`config.mk`:
```
export PLATFORM = sky130hd
export DESIGN_NAME = stopwatch_ctrl
export DESIGN_NICKNAME = d
export VERILOG_FILES = /design/src/rtl/stopwatch_ctrl.sv
export SDC_FILE = /design/constraint.sdc
export NUM_CORES = 1
export LEC_CHECK = 0
export ABC_AREA = 1
export BUFFER_PORTS_ARGS = -buffer_cell sky130_fd_sc_hd__buf_2
export CAP_MARGIN = 0
export CORE_UTILIZATION = 30
export DETAILED_ROUTE_END_ITERATION = 10
export SETUP_SLACK_MARGIN = 0.05
export SLEW_MARGIN = 20
export SYNTH_ARGS = -nofsm -noshare
export SYNTH_HDL_FRONTEND = slang
export SYNTH_SLANG_ARGS = --single-unit
```
`constraint.sdc`:
```
create_clock -name clk -period 2.7 [get_ports clk]
set_input_delay 0.81 -clock clk [delete_from_list [all_inputs] [get_ports clk]]
set_output_delay 0.81 -clock clk [all_outputs]
set_load 0.01 [all_outputs]
```
`src/rtl/stopwatch_ctrl.sv`:
```
// Stopwatch controller: run/stop/lap/clear sequencing over a cascaded BCD digit
// chain, with a freezable display copy and sticky overflow.
module stopwatch_ctrl #(
    parameter int unsigned NUM_DIGITS = 4
) (
    input  logic                    clk,
    input  logic                    reset,
    input  logic                    tick_i,
    input  logic                    start_stop_i,
    input  logic                    lap_i,
    input  logic                    clear_i,
    output logic [4*NUM_DIGITS-1:0] count_o,
    output logic [4*NUM_DIGITS-1:0] disp_o,
    output logic                    running_o,
    output logic                    lap_active_o,
    output logic                    overflow_o
);

    localparam int unsigned W = 4 * NUM_DIGITS;

    typedef enum logic [1:0] {
        S_IDLE    = 2'd0,
        S_RUN     = 2'd1,
        S_RUN_LAP = 2'd2,
        S_STOP    = 2'd3
    } state_e;

    state_e         state_q, state_d;
    logic [W-1:0]   count_q, count_d;
    logic [W-1:0]   disp_q, disp_d;
    logic           overflow_q, overflow_d;
    logic           running_q, running_d;
    logic           lap_active_q, lap_active_d;

    logic [W-1:0]   count_inc;
    logic           carry;
    logic [3:0]     dig;
    logic           inc_en;
    logic           zero_cnt;

    // Ripple a +1 through the BCD digits; carry out of the top means all-9s wrapped.
    always_comb begin
        count_inc = '0;
        carry     = 1'b1;
        dig       = '0;
        for (int unsigned k = 0; k < NUM_DIGITS; k++) begin
            dig = count_q[4*k +: 4];
            if (carry) begin
                if (dig == 4'd9) begin
                    dig = 4'd0;
                end else begin
                    dig   = dig + 4'd1;
                    carry = 1'b0;
                end
            end
            count_inc[4*k +: 4] = dig;
        end
    end

    // Next-state, counter, display and flag computation.
    always_comb begin
        state_d      = state_q;
        count_d      = count_q;
        disp_d       = disp_q;
        overflow_d   = overflow_q;
        running_d    = 1'b0;
        lap_active_d = 1'b0;

        if (clear_i) begin
            state_d = S_IDLE;
        end else if (start_stop_i) begin
            unique case (state_q)
                S_IDLE:    state_d = S_RUN;
                S_RUN:     state_d = S_STOP;
                S_RUN_LAP: state_d = S_STOP;
                S_STOP:    state_d = S_RUN;
                default:   state_d = S_IDLE;
            endcase
        end else if (lap_i) begin
            unique case (state_q)
                S_IDLE:    state_d = S_IDLE;
                S_RUN:     state_d = S_RUN_LAP;
                S_RUN_LAP: state_d = S_RUN;
                S_STOP:    state_d = S_IDLE;
                default:   state_d = S_IDLE;
            endcase
        end

        // Counting is judged on the current state so exit-cycle ticks still land.
        inc_en   = ((state_q == S_RUN) || (state_q == S_RUN_LAP)) && tick_i && !clear_i;
        zero_cnt = clear_i || ((state_q == S_STOP) && !start_stop_i && lap_i);

        if (zero_cnt) begin
            count_d    = '0;
            overflow_d = 1'b0;
        end else if (inc_en) begin
            count_d = count_inc;
            if (carry) begin
                overflow_d = 1'b1;
            end
        end

        // disp_q equals count_q while running unfrozen, so holding it captures the pre-edge count.
        if (state_d != S_RUN_LAP) begin
            disp_d = count_d;
        end

        running_d    = (state_d == S_RUN) || (state_d == S_RUN_LAP);
        lap_active_d = (state_d == S_RUN_LAP);
    end

    always_ff @(posedge clk or posedge reset) begin
        if (reset) begin
            state_q      <= S_IDLE;
            count_q      <= '0;
            disp_q       <= '0;
            overflow_q   <= 1'b0;
            running_q    <= 1'b0;
            lap_active_q <= 1'b0;
        end else begin
            state_q      <= state_d;
            count_q      <= count_d;
            disp_q       <= disp_d;
            overflow_q   <= overflow_d;
            running_q    <= running_d;
            lap_active_q <= lap_active_d;
        end
    end

    assign count_o      = count_q;
    assign disp_o       = disp_q;
    assign running_o    = running_q;
    assign lap_active_o = lap_active_q;
    assign overflow_o   = overflow_q;

endmodule
```
==> results.yml, run 1 <==
min_path:
  holdPathStages: 2
  hold_class: "reg2reg"
  holdPathEnd: "disp_o[11]"
  worstHoldStart: "disp_o[11]"
clocking:
  cts_tree: "built"
  post_cts_buffers: 0
  path_clk_slew_ns: 0.08
  hold_buffers: 0
  numClockSinks: 37
  cts.path.max_buffers: 2
  post_cts_resized: 0
  numCtsBuffers: 5
  h-tree-depth: 2
  clock_latency_ns: 0.30
  cts_root_buf: "clkbuf_8"
yosys:
  ys_types: 25
  synth_fa_ha_area_share_pct: 2.742
  synth_compound_area_share_pct: 6.237
  syn_inst: 228
  yosysWarnings: 0
  yosys.area_share.simple_pct: 31.87
  yosysTopAreaCellShare_pct: 50.72
  synth_xor_xnor_area_share_pct: 0.4798
  avgSynthCellArea_um2: 8.007
  netlist_area_um2: 1826
  yosys.area.top_type: "dfrtp_1"
  ys_seq_area_share_pct: 50.72
  synth_area_leaders: "dfrtp_1 51%, nand2_1 15%, inv_1 6.2%, nand3_1 4.1%, nor2_1 3.9%"
  synth_top_family_by_area: "simple AND/OR/NAND/NOR gates"
  muxShareOfSynthArea_pct: 0
  ys_ff_latch: 37
  syn-num-nets: 238
placement:
  gp_congestion: 0.8206
  post-dp-hpwl_mm: 2.930
  placement.io_buffers: 40
timing:
  worst_pin_slew_ns: 0.4881
  maxSlewViolCount: 0
  period_share_pct: 69.40
  fmax_mhz: 533.7
  hold_violations: 0
  final-setup-viol-count: 0
  skew_ns: 0.007933
  rsz0062_at_grt: "false"
  setup-tns-final_ns: 0
  maxSlewHeadroom_pct: 67.42
  min_period_ns: 1.874
routing:
  vias_per_cell: 4.543
  drt_first_pass_iters: 4
  drt_iter0_drc: 83
  routed_wl_mm: 4.129
  num_vias: 1590
  drc: 0
  wl_per_cell_um: 11.80
  ant_nets: 0
worst_setup_path:
  rrSetupSlack_ns: 0.83
  cp-start-kind: "flop"
  critical-path-top-delay-family: "buffers and inverters"
  crit_required_ns: 2.94
  critPathMaxFanout: 13
  r2r_end: "disp_o[10]"
  r2r_start: "state_q[0]"
  path_class: "reg2reg"
  r2r_cells: 11
  slowest_delay_ns: 0.41
  critical-path-slowest-cell: "dfrtp_1"
  path_buf_inv: 3
  setup.worst_path.start: "state_q[0]"
  crit_chain: "inv_1 -> ha_1 -> nand2_1 -> nand2_1 -> nor2_1 -> nor2_1 -> inv_1 -> ha_1 -> inv_1 -> nand4_1 -> nand2_1"
  crit_arrival_ns: 2.11
  critPathCaptureType: "flop"
finish:
  drive_above_1_share_pct: 23.64
  area.growth.synth_to_final_pct: 21.93
  fin_nets: 284
  layout_common_cells: "72 x nand2_1, 40 x buf_2, 37 x dfrtp_1, 30 x inv_1, 19 x nor2_1"
  antennaDiodeCount: 0
  layout_commonest_cell: "nand2_1"
  finish.utilization_pct: 37.82
run:
  cap_violations: 0
grt:
  antenna_found_initial: 0
  grt_pass1_wl_mm: 6.962
  grt.overflow.total: 0
  grt_use_total_pct: 14.57
  grt_max_degree: 38
  grt_pass1_vias: 1495
floorplan:
  die_h_um: 80.01
  start_util_pct: 31.02
  dieArea_um2: 6401
  io_pins: 41
  rows: 28
  die_w_um: 80.01
  core_region_area_um2: 5886
pwr:
  powerDensity_nw_per_um2: 492.4
  p_leak_uw: 0.001283
  irDropWorstVdd_mv: 0.2174
outcome:
  status: "finished, final reports clean"
[routing by layer]
layer,vias up,wire (um),track usage (%)
li1,805,-,-
met4,0,66,5.357
met3,8,206,4.457
met1,738,1948,19.23
met5,-,0,0
met2,39,1908,22.31
[worst min-delay path, cell delays in order, from the launching register on]
cell	delay, ns
dfrtp_1	0.34
nand2_1	0.05
nand2_1	0.05
[per-stage QoR]
stage	hold WS (ns)	cells	setup slack, ns	instance area, um2	power (uW)
final	0.4797	350	0.8263	2226	1096
after global placement	0.4597	342	0.5825	2125	672.9
after detailed placement	0.4642	342	0.5345	2125	672.8
after CTS	0.4850	350	0.8269	2226	1111
after floorplan	0.5141	228	0.7144	1826	638.3
after global routing	0.5031	350	0.5876	2226	1152
[Yosys cell counts, drive strengths merged]
cell type   n
clkinv      1
ha          4
a21oi       4
o21a        1
clkbuf      2
dfrtp      37
nand3      16
o21bai      1
inv        33
nor2       24
buf         2
and3        3
nor3        1
xor2        1
nand2      76
o21ai      15
nand4       7
[where the power goes]
| part | total, uW | switching, uW | internal, uW |
|---|---|---|---|
| Combinational | 88.3 | 62.6 | 25.7 |
| Sequential | 572 | 7.84 | 564 |
| Clock | 436 | 205 | 231 |
| Total | 1100 | 275 | 821 |
[flip-flops by register name (all words and copies together), names as in the netlist]
signal / cells
count_o: 16
disp_o: 16
lap_active_o: 1
overflow_o: 1
running_o: 1
state_q: 2
[cell type report]
cell class / count / area (um2)
Fill cell: 626 / 3660
Sequential cell: 37 / 925.9
Multi-Input combinational cell: 153 / 754.5
Timing Repair Buffer: 43 / 222.7
Inverter: 34 / 127.6
Clock buffer: 7 / 96.34
Tap cell: 75 / 93.84
Clock inverter: 1 / 5.005
[worst max-delay path by stage]
stage	endpoint	slack [ns]	cells after the start
after floorplan	disp_o[0]	0.71	8
after global placement	disp_o[14]	0.58	9
after detailed placement	disp_o[10]	0.53	9
after CTS	disp_o[10]	0.83	11
after global routing	disp_o[9]	0.59	11
final	disp_o[10]	0.83	11
[kinds of logic after synthesis]
group,after synthesis
and+or+nand+nor,127
buffers and inverters,38
DFF,37
AOI/OAI and AO/OA,21
adders and majority gates,4
xor gates and xnor gates,1
(Power assumes the default switching activity.)
==> inputs of run 2 (changes only) <==
--- a/config.mk
+++ b/config.mk
@@ -5,7 +5,7 @@
 export SDC_FILE = /design/constraint.sdc
 export NUM_CORES = 1
 export LEC_CHECK = 0
-export ABC_AREA = 1
+export ABC_AREA = 0
 export BUFFER_PORTS_ARGS = -buffer_cell sky130_fd_sc_hd__buf_2
 export CAP_MARGIN = 0
 export CORE_UTILIZATION = 30
==> constraint.sdc (replaced) <==
create_clock -name clk -period 1.6 [get_ports clk]
set_input_delay 0.48 -clock clk [delete_from_list [all_inputs] [get_ports clk]]
set_output_delay 0.48 -clock clk [all_outputs]
set_load 0.01 [all_outputs]
==> run 2 against run 1 <==
Effect of this change:
- the flow now finishes with violations (setup timing)
- total power increased by 78%
- fmax increased by 4.8%
- via count increased by 5.5%
- first-iteration DRC count fell by 49%
- synthesized area increased by 3.6%
- register-to-register slack worse by 1.0 ns
- critical path type unchanged
- largest power group unchanged
- highest routed layer unchanged
==> results.yml, run 2 <==
routing:
  drt_first_pass_iters: 4
  drt_iter0_drc: 42
  routed_wl_mm: 4.903
  drc: 0
  wl_per_cell_um: 14.51
  ant_nets: 0
  vias_per_cell: 4.962
  num_vias: 1677
yosys:
  avgSynthCellArea_um2: 10.17
  netlist_area_um2: 1892
  yosysTopAreaCellShare_pct: 48.94
  yosysWarnings: 0
  ys_types: 45
  synth_area_leaders: "dfrtp_1 49%, nor2_1 4.4%, nand2_1 4.0%, xor2_1 2.8%, ha_1 2.6%"
  synth-edff-count: 0
  ys_ff_latch: 37
  synthFlopType: "dfrtp_1"
  yosysMostFrequentCell: "dfrtp_1"
  async_reset_ff_share_pct: 100.0
  syn_inst: 186
  synthTopCellsByCount: "37 x dfrtp_1, 22 x nor2_1, 20 x nand2_1"
  yosys.area.top_type: "dfrtp_1"
  ys_seq_area_share_pct: 48.94
  syn-num-nets: 196
clocking:
  cts.path.max_buffers: 2
  hold_buffers: 0
  cts_tree: "built"
  clock_latency_ns: 0.29
  path_clk_slew_ns: 0.08
  numCtsBuffers: 5
  numClockSinks: 37
  h-tree-depth: 2
  cts_root_buf: "clkbuf_8"
placement:
  pre_cts_slack_ns: -0.2182
  gp_congestion: 0.7677
  post-dp-hpwl_mm: 3.182
  placement.io_buffers: 40
worst_setup_path:
  crit_arrival_ns: 1.95
  r2r_start: "state_q[0]"
  path_buf_inv: 1
  critical-path-slowest-cell: "dfrtp_1"
  r2r_end: "disp_o[13]"
  rrSetupSlack_ns: -0.19
  slowest_delay_ns: 0.40
  r2r_cells: 6
  crit_chain: "inv_2 -> ha_4 -> and4bb_4 -> and4_4 -> mux2i_2 -> o31ai_2"
  critPathCaptureType: "flop"
  critical-path-top-delay-family: "simple AND/OR/NAND/NOR gates"
  crit_required_ns: 1.76
  cp-start-kind: "flop"
  path_class: "reg2reg"
  setup.worst_path.start: "state_q[0]"
  critPathMaxFanout: 7
grt:
  grt.overflow.total: 0
  antenna_found_initial: 0
  grt_use_total_pct: 15.68
  grt_pass1_vias: 1640
  grt_pass1_wl_mm: 7.969
  grt_max_degree: 38
finish:
  area.growth.synth_to_final_pct: 52.12
  layout_common_cells: "40 x buf_2, 37 x dfrtp_1, 28 x buf_4, 17 x nor2_1, 12 x nand2_1"
  antennaDiodeCount: 0
  drive_above_1_share_pct: 53.61
  finish.utilization_pct: 48.04
  nFillCells: 549
  layout_commonest_cell: "buf_2"
  fin_nets: 273
timing:
  timing.final.ws_setup_ns: -0.1878
  worst_pin_slew_ns: 0.3729
  maxSlewViolCount: 0
  hold_ws_ns: 0.2269
  rsz0062_at_grt: "true"
  min_period_ns: 1.788
  period_share_pct: 111.7
  maxSlewHeadroom_pct: 75.11
  final-setup-viol-count: 33
  skew_ns: 0.01297
  fmax_mhz: 559.4
  hold_violations: 0
pwr:
  power_frac_comb_pct: 15.9
  pwr-share-clk_pct: 34.7
  p_int_uw: 1442
  p_leak_uw: 0.001390
  switching_share_pct: 25.91
  powerDensity_nw_per_um2: 676.1
  seqPwrFrac_pct: 49.4
  p_total_uw: 1946
  irDropWorstVdd_mv: 0.5085
  p_switching_uw: 504.1
floorplan:
  die_w_um: 81.41
  rows: 28
  start_util_pct: 31.58
  dieArea_um2: 6628
  io_pins: 41
  die_h_um: 81.41
  core_region_area_um2: 5991
outcome:
  violations: "setup timing"
  status: "finished, violations left"
run:
  cap_violations: 0
min_path:
  hold_class: "in2async"
run 2: cell types whose count changed after synthesis, sizes merged, moves of 4 or more:
cell,change
nand3,-11
o31ai,+7
buf,+5
inv,-24
xor2,+5
o21ai,-6
and4bb,+4
nand2,-56
run 2: metrics by stage:
step / area [um2] / cells / TNS, ns
6_report: 2878 / 338 / -4.008
5_1_grt: 2878 / 338 / -6.359
4_1_cts: 2603 / 329 / -3.371
3_5_place_dp: 2397 / 318 / -4.512
3_3_place_gp: 2397 / 318 / -3.873
2_1_floorplan: 1963 / 186 / -0.8116
run 2: cell type report:
| class | instances | area [um2] | area share, % |
|---|---|---|---|
| Tap cell | 75 | 93.84 | 3.261 |
| Multi-Input combinational cell | 129 | 1117 | 38.83 |
| Sequential cell | 37 | 925.9 | 32.17 |
| Timing Repair Buffer | 81 | 609.3 | 21.17 |
| Clock buffer | 6 | 82.58 | 2.870 |
| Clock inverter | 1 | 7.507 | 0.2609 |
| Inverter | 9 | 41.29 | 1.435 |
run 2: per-layer routing:
metal  track usage (%)  up-vias  wire [um]
li1                  -      803          -
met1             20.89      830       2195
met2             25.67       40       2498
met3             3.333        4        175
met4             4.107        0         33
met5                 0        -          0
run 2: logic make-up (layout without fill, tap and decap cells):
kind of cell	count (synthesis)	count (layout)	synth area share (%)
AOI/OAI and AO/OA	34	34	12.43
xor gates and xnor gates	7	7	3.241
adders and majority gates	4	4	2.646
buffers and inverters	20	97	6.482
DFF	37	37	48.94
muxes	3	3	1.587
and+or+nand+nor	81	81	24.67
run 2: power groups by stage:
stage               registers (uW)  clock network [uW]  logic, uW
floorplan                      986                   0        109
global placement               978                   0        205
detailed placement             978                   0        210
CTS                            960                 693        238
global route                   963                 732        334
finish                         961                 675        310
run 2: tightest hold or removal path, cell delays in order:
cell and delay (ns):
buf_2 0.09, inv_1 0.08, buf_12 0.22
run 2: timing repair:
item                                    4_1_cts  5_1_grt
cloned                                        0        2
setup buffers                                 4        7
endpoints found under the setup margin       32       35
pin swaps                                    16        9
gates resized for setup                      23       41
run 2: how the worst max path moves through the flow:
stage,end,slack (ns),cells after the start
after floorplan,disp_o[13],-0.12,7
after global placement,disp_o[14],-0.21,8
after detailed placement,disp_o[1],-0.22,7
after CTS,disp_o[13],-0.19,6
after global routing,disp_o[14],-0.26,8
final,disp_o[13],-0.19,6
==> inputs of run 3 (changes only) <==
--- a/config.mk
+++ b/config.mk
@@ -6,10 +6,14 @@
 export NUM_CORES = 1
 export LEC_CHECK = 0
 export ABC_AREA = 0
+export ABC_CLOCK_PERIOD_IN_PS = 1600
 export BUFFER_PORTS_ARGS = -buffer_cell sky130_fd_sc_hd__buf_2
 export CAP_MARGIN = 0
+export CELL_PAD_IN_SITES_DETAIL_PLACEMENT = 0
+export CELL_PAD_IN_SITES_GLOBAL_PLACEMENT = 2
 export CORE_UTILIZATION = 30
 export DETAILED_ROUTE_END_ITERATION = 10
+export PLACE_DENSITY_LB_ADDON = 0.1
 export SETUP_SLACK_MARGIN = 0.05
 export SLEW_MARGIN = 20
 export SYNTH_ARGS = -nofsm -noshare
==> run 3 against run 2 <==
Effect of this change:
- the flow still finishes with violations (setup timing)
- first-iteration DRC count rose by 52%
- final cell count is 1.5% lower
- sequential share of layout area hardly changed
- critical endpoint is now disp_o[9]
==> results.yml, run 3 (synthesized netlist as in run 2, its figures left out) <==
worst_setup_path:
  r2r_end: "disp_o[9]"
  critPathMaxFanout: 7
  crit_arrival_ns: 1.98
  cp-start-kind: "flop"
  crit_required_ns: 1.77
  r2r_start: "state_q[0]"
  critPathCaptureType: "flop"
  path_class: "reg2reg"
  rrSetupSlack_ns: -0.21
  r2r_cells: 7
grt:
  grt.overflow.total: 0
  antenna_found_initial: 0
  grt_use_total_pct: 16.58
  grt_pass1_vias: 1594
  grt_max_degree: 38
  grt_pass1_wl_mm: 8.142
clocking:
  clock_latency_ns: 0.28
  path_clk_slew_ns: 0.07
  numCtsBuffers: 5
  cts.path.max_buffers: 2
  h-tree-depth: 2
  cts_root_buf: "clkbuf_8"
  cts_tree: "built"
  numClockSinks: 37
  hold_buffers: 0
floorplan:
  io_pins: 41
  die_w_um: 81.41
  start_util_pct: 31.58
  core_region_area_um2: 5991
  die_h_um: 81.41
  rows: 28
  dieArea_um2: 6628
timing:
  timing.final.ws_setup_ns: -0.2141
  worst_pin_slew_ns: 0.4942
  maxSlewHeadroom_pct: 67.02
  fmax_mhz: 551.2
  min_period_ns: 1.814
  final-setup-viol-count: 28
  rsz0062_at_grt: "true"
  maxSlewViolCount: 0
  hold_violations: 0
  hold_ws_ns: 0.2471
  skew_ns: 0.006381
  period_share_pct: 113.4
pwr:
  irDropWorstVdd_mv: 0.3534
  powerDensity_nw_per_um2: 663.8
  p_switching_uw: 474.5
  p_total_uw: 1909
  seqPwrFrac_pct: 50.4
  p_int_uw: 1435
  switching_share_pct: 24.85
  pwr-share-clk_pct: 34.2
  p_leak_uw: 0.001370
  power_frac_comb_pct: 15.4
finish:
  antennaDiodeCount: 0
  layout_common_cells: "40 x buf_2, 37 x dfrtp_1, 21 x nor2_1, 21 x buf_4, 11 x nand2_1"
  area.growth.synth_to_final_pct: 52.05
  layout_commonest_cell: "buf_2"
  finish.utilization_pct: 48.02
  fin_nets: 268
  drive_above_1_share_pct: 52.33
  final_area_um2: 2877
  nFillCells: 577
placement:
  placement.io_buffers: 40
  post-dp-hpwl_mm: 3.458
  pre_cts_slack_ns: -0.3111
  gp_congestion: 0.7731
  dpl_cell_area_um2: 2410
outcome:
  status: "finished, violations left"
  violations: "setup timing"
routing:
  vias_per_cell: 4.877
  drt_iter0_drc: 64
  ant_nets: 0
  num_vias: 1624
  routed_wl_mm: 4.998
  drc: 0
  wl_per_cell_um: 15.01
  drt_first_pass_iters: 4
min_path:
  hold_class: "in2async"
run:
  cap_violations: 0
-- run 3: metrics by stage --
| step | TNS, ns | cells |
|---|---|---|
| after CTS | -3.329 | 330 |
| after detailed placement | -6.598 | 318 |
| after global routing | -6.680 | 333 |
| after global placement | -4.979 | 318 |
| after floorplan | -0.8116 | 186 |
| final | -3.632 | 333 |
-- run 3: worst max path at each step --
stage	start	to	slack (ns)
global placement	state_q[1]	disp_o[11]	-0.23
CTS	state_q[0]	disp_o[14]	-0.19
global route	state_q[0]	disp_o[9]	-0.33
floorplan	state_q[0]	disp_o[13]	-0.12
detailed placement	state_q[1]	disp_o[11]	-0.31
finish	state_q[0]	disp_o[9]	-0.21
-- run 3: layout make-up --
type / count / area, um2 / area share (%)
timing repair buffer: 76 / 574.3 / 19.97
clock buffer: 7 / 86.33 / 3.001
tap: 75 / 93.84 / 3.262
inverter: 9 / 41.29 / 1.435
sequential: 37 / 925.9 / 32.19
multi-input combinational: 129 / 1155 / 40.15
-- run 3: critical path, stage by stage (launching register included) --
cell	delay (ns)
dfrtp_1	0.39
inv_2	0.08
ha_4	0.21
and4bb_4	0.37
buf_6	0.13
nand4_1	0.17
mux2i_2	0.26
o21ai_1	0.08
-- run 3: timing repair --
item | in CTS | in global routing
gates cloned | 1 | 0
hold endpoints to repair | 0 | 0
gates resized for setup | 43 | 26
buffers inserted | 4 | 3
pin swaps | 17 | 10
endpoints found under the setup margin | 31 | 34
-- run 3: routing by layer --
| metal | wire, um | up-vias | GRT usage (%) |
|---|---|---|---|
| li1 | - | 792 | - |
| met1 | 2339 | 798 | 21.48 |
| met2 | 2426 | 28 | 27.58 |
| met3 | 182 | 6 | 3.667 |
| met4 | 50 | 0 | 4.821 |
| met5 | 0 | - | 0 |
-- run 3: power groups by stage --
stage	logic, uW	clock network [uW]	registers [uW]
finish	295	653	962
CTS	272	684	961
global placement	216	0	978
detailed placement	221	0	979
floorplan	109	0	986
global route	320	713	964
